## src/rtl/sap1_prog_loader.sv

```systemverilog
// Streams a program image into the 16x8 SAP-1 memory, optionally verifies a trailing
// two's-complement checksum, and holds the CPU in reset until the image is good.
module sap1_prog_loader #(
   parameter int AW          = 4,
   parameter int DW          = 8,
   parameter int CHECKSUM_EN = 1
) (
   input  logic          clk,
   input  logic          rst,
   input  logic          START,
   input  logic          IN_VALID,
   input  logic [DW-1:0] IN_DATA,
   output logic          IN_READY,
   input  logic [AW-1:0] ADDR,
   input  logic          CE,
   output logic [DW-1:0] DATA_OUT,
   output logic          CPU_RST,
   output logic          DONE,
   output logic          ERR,
   output logic [AW-1:0] LOAD_ADDR
);

   typedef enum logic [2:0] {
      S_IDLE = 3'd0,
      S_LOAD = 3'd1,
      S_CSUM = 3'd2,
      S_RUN  = 3'd3,
      S_ERR  = 3'd4
   } state_t;

   localparam logic [AW-1:0] PTR_LAST = {AW{1'b1}};

   state_t        state_r;
   state_t        state_s;
   logic [AW-1:0] ptr_r;
   logic [DW-1:0] sum_r;
   logic [DW-1:0] mem_r [2**AW];
   logic          xfer_s;
   logic          reload_s;
   logic          csum_ok_s;

   // A valid image sums to zero including its checksum byte.
   function automatic logic [DW-1:0] csum_of(input logic [DW-1:0] sum);
      return {DW{1'b0}} - sum;
   endfunction

   assign xfer_s    = IN_VALID & IN_READY;
   assign reload_s  = START & ((state_r == S_IDLE) | (state_r == S_RUN) | (state_r == S_ERR));
   assign csum_ok_s = (IN_DATA == csum_of(sum_r));
   assign LOAD_ADDR = ptr_r;
   assign DATA_OUT  = CE ? {DW{1'b0}} : mem_r[ADDR];

   // State register.
   always_ff @(posedge clk) begin
      if (rst) begin
         state_r <= S_IDLE;
      end else begin
         state_r <= state_s;
      end
   end

   // Next-state logic; START is only honoured outside the streaming states.
   always_comb begin
      state_s = state_r;
      case (state_r)
         S_IDLE, S_RUN, S_ERR: begin
            if (START) begin
               state_s = S_LOAD;
            end else begin
               state_s = state_r;
            end
         end
         S_LOAD: begin
            if (xfer_s && (ptr_r == PTR_LAST)) begin
               state_s = (CHECKSUM_EN != 0) ? S_CSUM : S_RUN;
            end else begin
               state_s = S_LOAD;
            end
         end
         S_CSUM: begin
            if (xfer_s) begin
               state_s = csum_ok_s ? S_RUN : S_ERR;
            end else begin
               state_s = S_CSUM;
            end
         end
         default: state_s = S_IDLE;
      endcase
   end

   // State-decoded outputs.
   always_comb begin
      IN_READY = 1'b0;
      CPU_RST  = 1'b1;
      DONE     = 1'b0;
      ERR      = 1'b0;
      case (state_r)
         S_LOAD, S_CSUM: IN_READY = 1'b1;
         S_RUN: begin
            CPU_RST = 1'b0;
            DONE    = 1'b1;
         end
         S_ERR:   ERR = 1'b1;
         default: IN_READY = 1'b0;
      endcase
   end

   // Write pointer and running sum.
   always_ff @(posedge clk) begin
      if (rst) begin
         ptr_r <= {AW{1'b0}};
         sum_r <= {DW{1'b0}};
      end else if (reload_s) begin
         ptr_r <= {AW{1'b0}};
         sum_r <= {DW{1'b0}};
      end else if (xfer_s && (state_r == S_LOAD)) begin
         ptr_r <= ptr_r + AW'(1);
         sum_r <= sum_r + IN_DATA;
      end else begin
         ptr_r <= ptr_r;
         sum_r <= sum_r;
      end
   end

   // Image memory; the checksum byte is never stored.
   always_ff @(posedge clk) begin
      if (rst) begin
         for (int i = 0; i < 2**AW; i++) begin
            mem_r[i] <= {DW{1'b0}};
         end
      end else if (xfer_s && (state_r == S_LOAD)) begin
         mem_r[ptr_r] <= IN_DATA;
      end else begin
         mem_r[ptr_r] <= mem_r[ptr_r];
      end
   end

endmodule

```

## config.mk

```make
export PLATFORM = sky130hd
export DESIGN_NAME = sap1_prog_loader
export DESIGN_NICKNAME = d
export VERILOG_FILES = /design/src/rtl/sap1_prog_loader.sv
export SDC_FILE = /design/constraint.sdc
export NUM_CORES = 1
export LEC_CHECK = 0
export CORE_MARGIN = 2
export CORE_UTILIZATION = 55
export DETAILED_ROUTE_END_ITERATION = 8
export GPL_ROUTABILITY_DRIVEN = 0
export GPL_TIMING_DRIVEN = 0
export PLACE_DENSITY = 0.79
export SETUP_SLACK_MARGIN = 0.1
export SYNTH_ARGS = -nofsm -noshare
export SYNTH_HDL_FRONTEND = slang
export SYNTH_SLANG_ARGS = --single-unit
```

## constraint.sdc

```tcl
create_clock -name clk -period 2.7 [get_ports clk]
set_clock_uncertainty 0.1 [all_clocks]
set_input_delay 0.405 -clock clk [delete_from_list [all_inputs] [get_ports clk]]
set_output_delay 0.405 -clock clk [all_outputs]
set_load 0.01 [all_outputs]
```

== Word level (Yosys, flattened, before mapping) ==
Memories as Yosys holds them, arrays and structs flattened.
Index checks and enable logic that the tools add are counted.
Word-level totals
  flip-flop bits (word level): 15
  latch bits: 0
  RAM bits: 128
  bits in read-only memories: 0
  logic and storage cells: 50
  memories: 1
Memory list
  mem_r: words 16, width 8, read ports 1, clocked after Yosys merged registers in 0, wr ports 16, line 37  | logic [DW-1:0] mem_r [2**AW];
Operators by class
  $add $sub $neg: 3
  multipliers: 0
  divide/modulo/power cells: 0
  $lt $le $gt $ge: 0
  equal/unequal tests: 8
  shifts and indexed selects: 0
  multiplexer cells: 22
  bitwise gates (word level): 5
  reduce and logical (&&, ||, !) cells: 8
Operators by type and width (number)
  two-way mux 8 bit: 3
  two-way mux 1 bit: 13
  two-way mux 3 bit: 3
  one-hot mux 3 bit (3 select lines): 1
  adder 8 bit: 1
  == test 8 bit: 1
  OR reduction 8 bit: 1
  subtractor 1 x 8 -> 8 bit (first input constant): 1
  == test 3 x 2 -> 1 bit (second input constant): 2
  adder 4 x 1 -> 4 bit (second input constant): 1
  == test 4 bit (second input constant): 1
  two-way mux 4 bit: 1
  OR reduction 2 bit: 2
  == test 3 x 1 -> 1 bit (second input constant): 1
  == test 3 bit (second input constant): 1
  zero test 3 bit: 1
  OR 1 bit: 3
  OR reduction 3 bit: 1
  AND 1 bit: 2
  logical AND 1 bit: 2
  two-way mux 2 bit: 1
  inequality test 2 bit (second input constant): 1
  AND reduction 2 bit: 1
  inequality test 0 bit: 1

== Depth between registers and ports, before layout ==
  depth after elaboration: 12
  mapped depth: 9
  depth with buffers taken out: 9

== Worst setup path before layout ==
No wires, ideal clock.
  kind: in2out
  from: in ADDR[0]
  to: out DATA_OUT[0]
  arrival time: 1.883 ns
  path slack: 0.312 ns
  stages on the path: 5
  path buffers: 2
  cells stage by stage: buf_2 -> buf_4 -> mux4_2 -> mux4_2 -> nor2b_1
Between the ends
  longest elaborated chain between the ends: 2
RTL lines
  start, declared: line 14  | input logic [AW-1:0] ADDR,
  memory read (16 x 8 bit)
  two-way mux 8 bit: line 51  | assign DATA_OUT = CE ? {DW{1'b0}} : mem_r[ADDR];
  end, declared: line 16  | output logic [DW-1:0] DATA_OUT,
No other way between the ends.

== Final worst setup path ==
  from: mem mem_r[8][3]
  to: out DATA_OUT[3]
Between the ends
  longest elaborated chain between the ends: 2
RTL lines (line)
  start, declared: 37
  memory read (16 x 8 bit)
  two-way mux 8 bit: 51
No other way between the ends.

==> results.toml <==
[status]
status = "finished, final reports clean"

[floorplan]
coreArea_um2 = 12500
die_h_um = 117
die_x_um = 117
initial_core_util_pct = 56.1
dieArea_um2 = 13700
rows = 41
top_level_ports = 33

[pwr]
pwr-share-seq_pct = 45.9
comb_power_share_pct = 8.2
switching_power_mw = 1.17
p_int_mw = 4.30
p_per_area_nw_per_um2 = 662
ir_drop_mv = 0.422
p_sw_share_pct = 21.3
leakage_nw = 2.98
clkPwrFrac_pct = 45.9
totalPowerFinal_mw = 5.46

[drt]
drtIter0Drc = 357
drc = 0
drt-pass1-iter-count = 5
viasPerCell = 5.97
wl_mm = 16.6
wl_per_cell_um = 22.0
ant_nets = 0
vias = 4486

[logic_synthesis]
synth_ff_type = "edfxtp_1"
postSynthNetCount = 548
synth_seq_area_share_pct = 59.0
avgSynthCellArea_um2 = 13.6
netlist_top_cells_count = "edfxtp_1 (128), and2_1 (114), mux4_2 (40)"
yosys.area.top_type_share_pct = 54.7
yosys_warnings = 0
synth-edff-count = 128
yosys.area.top_type = "edfxtp_1"
synth_most_common_cell = "edfxtp_1"
postSynthRegisterBits = 143
async_flop_share_pct = 0
synth_area_leaders = "edfxtp_1 (55%), mux4_2 (13%), and2_1 (10%), dfxtp_1 (4.3%), ha_1 (2.1%)"
synth_cells = 518
syn_area_um2 = 7020
yosysUniqueCellTypes = 42

[place]
dp_hpwl_mm = 11.5
pre_cts_slack_ns = -0.915
port_buffers = 28

[sta]
slew_viol_final = 0
finalSetupViolations = 0
final.period_utilization_pct = 97.6
tightest_slew_ns = 0.854
maxSlewHeadroom_pct = 42.7
fmax_mhz = 379
worst_slack_ns = 0.0648
hold_violations = 0
timing.final.crit_period_ns = 2.64
rsz0062_at_grt = "yes"

[hold_path]
hp-class = "reg -> reg"

[grt]
grt_pass1_vias = 4614
grt_max_degree = 17
grt_usage_pct = 26.2
grt_pass1_wl_mm = 25.2
grt.overflow.total = 0
antenna_found_initial = 0

[clocking]
cts_root_buf = "clkbuf_16"
cts_tree = "yes"
clk_latency_ns = 0.43
clock-sinks = 143
clkTransAtPathRegs_ns = 0.06
cts_max_level = 4
ctsHoldBuffers = 0
cts_buffer_depth = 2
cts_buffers = 17
cts_setup_buffers = 0

[worst_setup_path]
setup.worst_path.class = "reg -> out"
crit_arrival_ns = 2.13
cpMostUsedCell = "mux4_2"
crit_fanout = 1
required_ns = 2.19
start_kind = "register"
end_kind = "output port"
cp_slowest_cell = "mux4_2"
worst_path_largest_cell_delay_ns = 0.52
crit_chain = "mux4_2 -> mux4_2 -> nor2b_4 -> buf_6"

[finish]
area_growth_pct = 17.5
final_net_count = 595
drive_gt1_share_pct = 16.8
fillers = 903

[job]
cap_violations = 0
==> logic make-up after synthesis <==
logic type | count (synthesis) | share of synthesized area [%]
xor+xnor | 16 | 2.00
fa+ha+maj | 13 | 2.42
compound gates | 48 | 4.01
flops | 143 | 59.0
buf+inv | 40 | 2.32
mux | 41 | 13.0
simple gates | 217 | 17.3
==> final timing paths <==
check	from	end	slack [ns]	cells past startpoint
max	mem_r[8][3]	DATA_OUT[3]	0.06	4
min	sum_r[7]	sum_r[7]	0.40	2
max reg2reg	state_r[0]	mem_r[7][7]	0.23	6
min reg2reg	sum_r[7]	sum_r[7]	0.40	2
==> power groups by stage <==
stage          Sequential (mW)  Clock [mW]  Combinational [mW]
3_3_place_gp              2.55           0               0.413
2_1_floorplan             2.54           0               0.267
6_report                  2.51        2.51               0.449
3_5_place_dp              2.56           0               0.424
4_1_cts                   2.51        2.51               0.431
5_1_grt                   2.52        2.58               0.479
==> what timing repair did <==
action,4_1_cts,5_1_grt
endpoints found under the setup margin,137,120
gates resized for setup,74,17
pin swaps,0,0
==> metal layers <==
layer	vias to the layer above	part of all wire [%]	track usage, %	wire, um
met2	200	48	42.0	7970
met5	-	0	0	0
li1	2005	-	-	-
met3	59	7.4	6.44	1230
met4	0	5.4	16.9	901
met1	2222	39	32.0	6450
==> metrics by stage <==
step / setup TNS (ns) / std cells / hold WS (ns) / cell area [um2] / util [%]
final: 0 / 751 / 0.399 / 8250 / 65.9
after global routing: 0 / 750 / 0.437 / 8250 / 65.9
after CTS: 0 / 750 / 0.393 / 8180 / 65.3
after detailed placement: -79.28 / 718 / 0.384 / 7520 / 60.1
after global placement: -70.71 / 718 / 0.372 / 7520 / 60.1
after floorplan: 0 / 518 / 0.355 / 7020 / -
==> critical path, delay by kind of cell, from the launching register on <==
family	cells	cell delay (ns)
flip-flops	1	0.38
AND/OR/NAND/NOR	1	0.15
buffers and inverters	1	0.13
multiplexers	2	1.04
==> registers in the layout (all words and copies together) (netlist names) <==
register and count:
LOAD_ADDR 4, mem_r 128, state_r 3, sum_r 8
==> layout by cell type, fill, tap and decap left out, types with 12 or more instances in the layout <==
cell type / Yosys / final
nor2_1: 30 / 30
nand2_1: 21 / 21
dfxtp_1: 15 / 15
clkbuf_1: 22 / 22
clkdlybuf4s50_1: 0 / 18
edfxtp_1: 128 / 128
and2_1: 114 / 114
ha_1: 12 / 12
nor3_1: 18 / 18
clkbuf_16: 0 / 17
mux4_2: 40 / 40
==> final cells by class <==
cell class	count	area, um2	area share [%]
Clock buffer	18	429	5.20
Tap cell	172	215	2.61
Buffer	30	189	2.29
Multi-Input combinational cell	335	2770	33.6
Antenna cell	1	2.50	0.0303
Clock inverter	14	196	2.38
Sequential cell	143	4140	50.2
Inverter	10	40.0	0.485
Timing Repair Buffer	28	263	3.18
Power figures use the tool's default switching activity.
